`config.mk`:
```
export PLATFORM = sky130hd
export DESIGN_NAME = fifo_pkt_writer_flat
export DESIGN_NICKNAME = d
export VERILOG_FILES = /design/src/rtl/fifo_pkt_writer_if.sv /design/src/rtl/fifo_pkt_writer.sv /design/src/flat_wrapper.sv
export SDC_FILE = /design/constraint.sdc
export NUM_CORES = 1
export LEC_CHECK = 0
export ABC_AREA = 0
export BUFFER_PORTS_ARGS = -buffer_cell sky130_fd_sc_hd__buf_2
export CAP_MARGIN = 30
export CORE_MARGIN = 5
export CORE_UTILIZATION = 30
export DETAILED_ROUTE_END_ITERATION = 7
export PLACE_DENSITY = 0.45
export SKIP_CTS_REPAIR_TIMING = 1
export SLEW_MARGIN = 40
export SYNTH_ARGS = -nofsm -noshare
export SYNTH_HDL_FRONTEND = slang
export SYNTH_SLANG_ARGS = --single-unit
```
`constraint.sdc`:
```
create_clock -name clk -period 6.2 [get_ports clk]
set_input_delay 0.62 -clock clk [delete_from_list [all_inputs] [get_ports clk]]
set_output_delay 0.62 -clock clk [all_outputs]
set_load 0.005 [all_outputs]
```
`src/rtl/fifo_pkt_writer_if.sv`:
```
// Handshake and bus bundle between a frame requester / byte source / write FIFO
// and the fifo_pkt_writer framing engine.
interface fifo_pkt_writer_if #(
  parameter int LEN_W = 12
);
  logic             err;
  logic             fs;
  logic             fd;
  logic [LEN_W-1:0] data_len;
  logic [15:0]      part;
  logic             pat_mode;
  logic [7:0]       src_data;
  logic             src_valid;
  logic             src_ready;
  logic             fifo_full;
  logic [7:0]       fifo_txd;
  logic             fifo_txen;
  logic             aborted;
  logic [7:0]       so;

  // Writer side: consumes requests, stream bytes and FIFO status; drives the FIFO.
  modport slave (
    input  err, fs, data_len, part, pat_mode, src_data, src_valid, fifo_full,
    output fd, src_ready, fifo_txd, fifo_txen, aborted, so
  );

  // Requester / source / FIFO side.
  modport master (
    output err, fs, data_len, part, pat_mode, src_data, src_valid, fifo_full,
    input  fd, src_ready, fifo_txd, fifo_txen, aborted, so
  );
endinterface

```
`src/rtl/fifo_pkt_writer.sv`:
```
// Frames a payload (4-byte header, payload, optional checksum) and writes it
// byte-by-byte into a downstream FIFO, stalling on fifo_full and aborting on err.
module fifo_pkt_writer #(
  parameter int         LEN_W    = 12,
  parameter logic [7:0] SYNC_HI  = 8'h55,
  parameter logic [7:0] SYNC_LO  = 8'hAA,
  parameter bit         CKSUM_EN = 1'b1
) (
  input logic         clk,
  input logic         rst,
  fifo_pkt_writer_if.slave bus
);

  typedef enum logic [7:0] {
    S_IDLE = 8'h01,
    S_PREP = 8'h02,
    S_HEAD = 8'h04,
    S_WORK = 8'h08,
    S_TAIL = 8'h10,
    S_LAST = 8'h20,
    S_ABRT = 8'h40
  } state_e;

  state_e           state_q, state_d;
  logic [LEN_W-1:0] len_q, len_d;
  logic [LEN_W-1:0] cnt_q, cnt_d;
  logic [15:0]      part_q, part_d;
  logic             pat_q, pat_d;
  logic [1:0]       idx_q, idx_d;
  logic [7:0]       sum_q, sum_d;
  logic             aborted_q, aborted_d;

  logic [7:0]       head_byte;
  logic [7:0]       cur_byte;
  logic             offer;
  logic             wr_en;
  logic             src_ready_c;
  logic             fd_c;
  logic             last_head;
  logic             last_payload;
  logic             in_frame;

  assign last_head    = (idx_q == 2'd3);
  assign last_payload = (cnt_q == (len_q - LEN_W'(1)));
  assign in_frame     = (state_q == S_PREP) || (state_q == S_HEAD) ||
                        (state_q == S_WORK) || (state_q == S_TAIL);

  always_comb begin
    head_byte = SYNC_HI;
    case (idx_q)
      2'd0:    head_byte = SYNC_HI;
      2'd1:    head_byte = SYNC_LO;
      2'd2:    head_byte = part_q[15:8];
      default: head_byte = part_q[7:0];
    endcase
  end

  // FSM state register.
  always_ff @(posedge clk or negedge rst) begin
    if (!rst) begin
      state_q <= S_IDLE;
    end else begin
      state_q <= state_d;
    end
  end

  // FSM next-state logic; err in an active state wins over any write.
  always_comb begin
    state_d = state_q;
    case (state_q)
      S_IDLE: begin
        if (bus.fs) state_d = S_PREP;
      end
      S_PREP: begin
        if (bus.err)             state_d = S_ABRT;
        else if (!bus.fifo_full) state_d = S_HEAD;
      end
      S_HEAD: begin
        if (bus.err) begin
          state_d = S_ABRT;
        end else if (wr_en && last_head) begin
          if (len_q != '0)   state_d = S_WORK;
          else if (CKSUM_EN) state_d = S_TAIL;
          else               state_d = S_LAST;
        end
      end
      S_WORK: begin
        if (bus.err) begin
          state_d = S_ABRT;
        end else if (wr_en && last_payload) begin
          state_d = CKSUM_EN ? S_TAIL : S_LAST;
        end
      end
      S_TAIL: begin
        if (bus.err)    state_d = S_ABRT;
        else if (wr_en) state_d = S_LAST;
      end
      S_LAST: begin
        if (!bus.fs) state_d = S_IDLE;
      end
      S_ABRT: begin
        if (!bus.fs) state_d = S_IDLE;
      end
      default: state_d = S_IDLE;
    endcase
  end

  // FSM outputs: the byte on offer and its write strobe are combinational.
  always_comb begin
    cur_byte    = 8'h00;
    offer       = 1'b0;
    src_ready_c = 1'b0;
    fd_c        = 1'b0;
    case (state_q)
      S_HEAD: begin
        cur_byte = head_byte;
        offer    = !bus.fifo_full;
      end
      S_WORK: begin
        if (pat_q) begin
          cur_byte = 8'(cnt_q) + 8'd4;
          offer    = !bus.fifo_full;
        end else begin
          cur_byte    = bus.src_data;
          offer       = bus.src_valid && !bus.fifo_full;
          src_ready_c = !bus.fifo_full && !bus.err;
        end
      end
      S_TAIL: begin
        cur_byte = ~sum_q + 8'd1;
        offer    = !bus.fifo_full;
      end
      S_LAST: begin
        fd_c = 1'b1;
      end
      default: begin
        cur_byte = 8'h00;
      end
    endcase
    wr_en = offer && in_frame && !bus.err;
  end

  // Frame context and running counters.
  always_comb begin
    len_d     = len_q;
    part_d    = part_q;
    pat_d     = pat_q;
    idx_d     = idx_q;
    cnt_d     = cnt_q;
    sum_d     = sum_q;
    aborted_d = (state_d == S_ABRT) && (state_q != S_ABRT);
    case (state_q)
      S_IDLE: begin
        if (bus.fs) begin
          len_d  = bus.data_len;
          part_d = bus.part;
          pat_d  = bus.pat_mode;
          idx_d  = 2'd0;
          cnt_d  = '0;
          sum_d  = 8'h00;
        end
      end
      S_HEAD: begin
        if (wr_en) begin
          idx_d = idx_q + 2'd1;
          sum_d = sum_q + cur_byte;
        end
      end
      S_WORK: begin
        if (wr_en) begin
          cnt_d = cnt_q + LEN_W'(1);
          sum_d = sum_q + cur_byte;
        end
      end
      default: begin
        idx_d = idx_q;
      end
    endcase
  end

  always_ff @(posedge clk or negedge rst) begin
    if (!rst) begin
      len_q     <= '0;
      part_q    <= 16'h0000;
      pat_q     <= 1'b0;
      idx_q     <= 2'd0;
      cnt_q     <= '0;
      sum_q     <= 8'h00;
      aborted_q <= 1'b0;
    end else begin
      len_q     <= len_d;
      part_q    <= part_d;
      pat_q     <= pat_d;
      idx_q     <= idx_d;
      cnt_q     <= cnt_d;
      sum_q     <= sum_d;
      aborted_q <= aborted_d;
    end
  end

  assign bus.fifo_txen = wr_en;
  assign bus.fifo_txd  = wr_en ? cur_byte : 8'h00;
  assign bus.src_ready = src_ready_c;
  assign bus.fd        = fd_c;
  assign bus.aborted   = aborted_q;
  assign bus.so        = state_q;

endmodule
```
`src/flat_wrapper.sv`:
```
// flat-port wrapper written by rule: the top's interface ports become plain ports
module fifo_pkt_writer_flat 
#(
  parameter int         LEN_W    = 12,
  parameter logic [7:0] SYNC_HI  = 8'h55,
  parameter logic [7:0] SYNC_LO  = 8'hAA,
  parameter bit         CKSUM_EN = 1'b1
)
  (clk, rst, bus_err, bus_fs, bus_data_len, bus_part, bus_pat_mode, bus_src_data, bus_src_valid, bus_fifo_full, bus_fd, bus_src_ready, bus_fifo_txd, bus_fifo_txen, bus_aborted, bus_so);
  fifo_pkt_writer_if #(.LEN_W(LEN_W)) bus_i ();
  input logic clk;
  input logic rst;
  input wire logic [$bits(bus_i.err)-1:0] bus_err;
  input wire logic [$bits(bus_i.fs)-1:0] bus_fs;
  input wire logic [$bits(bus_i.data_len)-1:0] bus_data_len;
  input wire logic [$bits(bus_i.part)-1:0] bus_part;
  input wire logic [$bits(bus_i.pat_mode)-1:0] bus_pat_mode;
  input wire logic [$bits(bus_i.src_data)-1:0] bus_src_data;
  input wire logic [$bits(bus_i.src_valid)-1:0] bus_src_valid;
  input wire logic [$bits(bus_i.fifo_full)-1:0] bus_fifo_full;
  output wire logic [$bits(bus_i.fd)-1:0] bus_fd;
  output wire logic [$bits(bus_i.src_ready)-1:0] bus_src_ready;
  output wire logic [$bits(bus_i.fifo_txd)-1:0] bus_fifo_txd;
  output wire logic [$bits(bus_i.fifo_txen)-1:0] bus_fifo_txen;
  output wire logic [$bits(bus_i.aborted)-1:0] bus_aborted;
  output wire logic [$bits(bus_i.so)-1:0] bus_so;
  assign bus_i.err = bus_err;
  assign bus_i.fs = bus_fs;
  assign bus_i.data_len = bus_data_len;
  assign bus_i.part = bus_part;
  assign bus_i.pat_mode = bus_pat_mode;
  assign bus_i.src_data = bus_src_data;
  assign bus_i.src_valid = bus_src_valid;
  assign bus_i.fifo_full = bus_fifo_full;
  assign bus_fd = bus_i.fd;
  assign bus_src_ready = bus_i.src_ready;
  assign bus_fifo_txd = bus_i.fifo_txd;
  assign bus_fifo_txen = bus_i.fifo_txen;
  assign bus_aborted = bus_i.aborted;
  assign bus_so = bus_i.so;
  fifo_pkt_writer #(.LEN_W(LEN_W), .SYNC_HI(SYNC_HI), .SYNC_LO(SYNC_LO), .CKSUM_EN(CKSUM_EN)) u_core (.clk(clk), .rst(rst), .bus(bus_i));
endmodule
```
Word-level counts from Yosys, hierarchy flattened --
Index checks and enable logic that the tools add are counted.
Storage, ports and cells: word-level logic and storage cells 86, memory bits (read-only) 0, memory bits (writable) 0, bits of input ports 43, memories 0, register bits 60, output and inout bits 20, latch bits 0
Operators by class: shift operators 0, divide/modulo/power cells 0, $lt $le $gt $ge 0, $mul 0, eq/ne operators 17, add/sub/neg operators 6, mux-type cells 30, reductions and logical operators 24, bitwise operators 1
Operators with widths (count):
- $mux W8 | 14
- $pmux W8 S3 | 2
- $pmux W8 S6 | 1
- $mux W12 | 2
- $pmux W12 S2 | 1
- $eq A8 B7 Y1 const B | 2
- $pmux W8 S2 | 1
- $add A12 B1 Y12 const B | 1
- $eq A12 B12 Y1 | 1
- $reduce_bool A12 Y1 | 1
- $sub A12 B1 Y12 const B | 1
- $reduce_and A3 Y1 | 3
- $add A8 B1 Y8 const B | 1
- $add A8 B3 Y8 const B | 1
- $add A8 B8 Y8 | 1
- $eq A8 B1 Y1 const B | 1
- $eq A8 B2 Y1 const B | 1
- $eq A8 B3 Y1 const B | 1
- $eq A8 B4 Y1 const B | 1
- $eq A8 B5 Y1 const B | 1
- $eq A8 B6 Y1 const B | 1
- $ne A8 B7 Y1 const B | 1
- $not A8 Y8 | 1
- $logic_and A1 B1 Y1 | 7
- 16 further kinds | 30

Logic depth before layout (Yosys ltp) --
depth after elaboration 12, gate-level depth with buffers 15, gate-level depth less buffers 14

Worst setup path after synthesis --
Ideal clock, no wire load.
path type flip-flop to flip-flop, from register u_core.state_q[5], in the netlist u_core.bus.so[5], to register u_core.sum_q[7], path buffers 2, slack 2.881 ns, period minus slack after synthesis 3.319 ns, arrival time 3.242 ns, setup time 0.076 ns, cell stages (with the launch flop) 13, required time 6.124 ns, cell sequence dfrtp_1 buf_6 or4_4 or3_1 buf_2 o21ai_0 ha_1 a21oi_1 o211ai_1 o41ai_1 xnor2_1 or3_1 o21ai_1
Between the ends: cells in the longest elaborated chain, start to end 8, elaborated cells between the ends (all ways) 21, those cells by class 1 x add/sub; 7 x eq/ne; 4 x mux; 9 x reduce/logical
Ends and longest elaborated chain:
- start, declared | line fifo_pkt_writer.sv:24 | state_e state_q, state_d;
- start signal, assigned | line fifo_pkt_writer.sv:63 | state_q <= state_d;
- branches (longest 8 deep; another with $add A8 B8 Y8)
- end signal, assigned | line fifo_pkt_writer.sv:196 | sum_q <= sum_d;
- end, declared | line fifo_pkt_writer.sv:30 | logic [7:0] sum_q, sum_d;
Parallel ways; which one is timed is not known. The select of a mux whose other input is x is not followed. A chain may end at the register's enable or synchronous reset.

Worst setup path in the final report --
Same ends and word-level chain as after synthesis.

==> run metrics <==
status complete, no violations; power density cells 255 nW/um2; Max Cap Viol 0; dpl ws 2.60 ns; synth unique cells 66; Critical Path Stages 10; RR Startpoint u_core.bus.so[5]; CP Max Fanout 10; syn_area_per_cell 8.20 um2; clock tree from TritonCTS yes; Ant. Diodes 0; Crit path max-delay family simple AND/OR/NAND/NOR gates; Setup CP Type reg -> reg; Die W 127 um; top_reg_cell synth dfrtp_1; CP Capture Type register; Clock Pin Slew Worst Setup and Hold Paths about 0.060 ns; Layout Area Growth over Synthesis 19.4%; clock sinks 60; min Tclk post-route 3.59 ns; # DRC 0; Netlist Area Pre-Place 4110 um2; Mapped Cells approximately 500; final hold vios 0; reg2reg setup slack ~2.6 ns; pin count of the biggest net entering global routing 61; Final WS setup about 2.6 ns; Min-Delay Path Class in -> async; CP max stage delay about 0.6 ns; synth warn 0; WP buf/inv 0; final net count 612; wirelength, routed around 12000 um; fmax roughly 0.28 GHz; Final Hold Slack roughly 0.35 ns; Gate power share 14.6%; CP Launch Type register; Congestion Overflow GR 0; detailed placement HPWL between 8000 and 9000 um; post-layout instance area 4910 um2; layout cells sized above 1 18.2%; part of the power in registers 38.8%; antenna violations before repair 0; share of synthesized registers carrying an async set or reset 100%; Final GP Congestion 0.830; Slew @ Worst Pin roughly 0.7 ns; most common cell after layout, fill and taps aside nand2_1; CTS buffer count 9; setup TNS 0 ns; Clock power frac a little under half; DR vias roughly 3700; fillers between 1000 and 1500; Leakage Power between 2 and 2.5 nW; Total GRT Usage 15.5%; Internal 0.000909 W; Max Root-Sink Buffers 2; Clock Skews between 0.005 and 0.006 ns; slew margin rel. between 50% and 60%; Detail Route Antenna Nets 0; Clock Latency Late Sink 0.34 ns; die area 16100 um2; first-pass GRT wire length approximately 19000 um; Die Height 127 um; critical-path cell list or4_4 > or3_1 > o21ai_0 > ha_1 > a21oi_1 > o211ai_1 > o41ai_1 > xnor2_1 > or3_1 > o21ai_1; crit path DAT 3.86 ns; Reg-to-Reg End u_core.sum_q[7]; Crit-path slowest cell or4_4; DP Area 4560 um2; Post-synth EDFFs 0; CP dominant cell by count or3_1; RSZ-0062 raised after global routing false; Yosys reg bits 60; IO Count 63; core region area 13300 um2; Final Max Slew Viols 0; H-tree Lvls 3; number of port buffers 62; Starting Density 30.8%; worst reg2reg path depth 10; final setup vio count 0; switching power 0.000344 W; DR iter-0 viols between 200 and 250; via/cell ratio 4.99; final worst-path cycle share slightly below 60%; number of global-route vias before repair 3484; Worst EP required 6.47 ns; row count 42; most frequent cells in the layout nand2_1 (111), buf_2 (62), dfrtp_1 (59), nor2_1 (32), o21ai_0 (32); Pre-Repair DR Iteration Count 5; WL/cell 16.5 um; CTS root buffer clkbuf_16; register area share after synthesis 36.6%; maximum vdd ir drop 0.000132 V; switch share roughly 27%; Synth Net Count 561
-- worst max-delay path by stage --
stage                                 end        startpoint
after floorplan           u_core.sum_q[7]  u_core.bus.so[5]
after global placement    u_core.sum_q[7]  u_core.bus.so[5]
after detailed placement  u_core.sum_q[7]  u_core.bus.so[5]
after CTS                 u_core.sum_q[7]  u_core.bus.so[5]
after global routing      u_core.sum_q[7]  u_core.bus.so[5]
final                     u_core.sum_q[7]  u_core.bus.so[5]
-- power by group through the flow --
stage                     registers [W]  clock network [W]  logic [W]
final                          0.000486           0.000584   0.000183
after global routing           0.000492           0.000619   0.000208
after CTS                      0.000486           0.000598   0.000185
after detailed placement       0.000493                  0   0.000183
after global placement         0.000491                  0   0.000181
after floorplan                0.000468                  0   0.000134
-- worst register-to-register path, cell delays in order (launching register included) --
cell	delay (ns)
dfrtp_1	0.47
or4_4	0.61
or3_1	0.54
o21ai_0	0.44
ha_1	0.31
a21oi_1	0.17
o211ai_1	0.14
o41ai_1	0.32
xnor2_1	0.13
or3_1	0.32
o21ai_1	0.07
-- metal layers --
layer,global-route usage [%],share of wire [%]
met5,0,0
met4,5.93,1.9
met2,22.3,44
met1,22.8,49
met3,3.26,4.9
-- kinds of logic (layout without fill, tap and decap cells) --
group | after synthesis | after routing | synth area share [%]
flip-flops | 60 | 60 | 36.6
multiplexers | 8 | 8 | 2.01
AO/OA/AOI/OAI | 96 | 96 | 14.8
buffers and inverters | 41 | 96 | 4.05
AND/OR/NAND/NOR | 240 | 240 | 29.0
XOR/XNOR | 38 | 38 | 8.10
other | 1 | 1 | 0.0913
adder cells (fa/ha/maj) | 17 | 17 | 5.36
-- final cells by class --
| cell class | instances | area (um2) | share of cell area, % |
|---|---|---|---|
| Clock buffer | 10 | 239 | 4.87 |
| Multi-Input combinational cell | 400 | 2450 | 49.9 |
| Inverter | 16 | 60.1 | 1.22 |
| Tap cell | 176 | 220 | 4.49 |
| Sequential cell | 60 | 1500 | 30.6 |
| Clock inverter | 5 | 100 | 2.04 |
| Timing Repair Buffer | 65 | 337 | 6.86 |
-- registers in the layout, indices dropped and copies added (netlist names) --
signal / count
u_core.idx_q: 2
u_core.pat_q: 1
u_core.part_q: 16
u_core.len_q: 12
u_core.bus.aborted: 1
u_core.bus.so: 8
u_core.cnt_q: 12
u_core.sum_q: 8
-- metrics by stage --
step                      std cells  power (W)  utilization, %
after floorplan                 501   0.000602               -
after global placement          717   0.000671            34.1
after detailed placement        717   0.000676            34.2
after CTS                       732    0.00127            36.7
after global routing            732    0.00132            36.8
final                           732    0.00125            36.8
-- synth_stat cells, types with 9 or more instances --
master,n,area (um2)
xor2_1,17,149
xnor2_1,21,184
ha_1,16,200
nor2_1,32,120
nand3_1,22,110
a21oi_1,24,120
inv_1,15,56.3
o21ai_0,32,160
nand2_1,111,417
clkbuf_1,19,71.3
and2_1,9,56.3
dfrtp_1,59,1480
nor3_1,11,55.1
No activity file was read; power rests on OpenSTA's default activity.
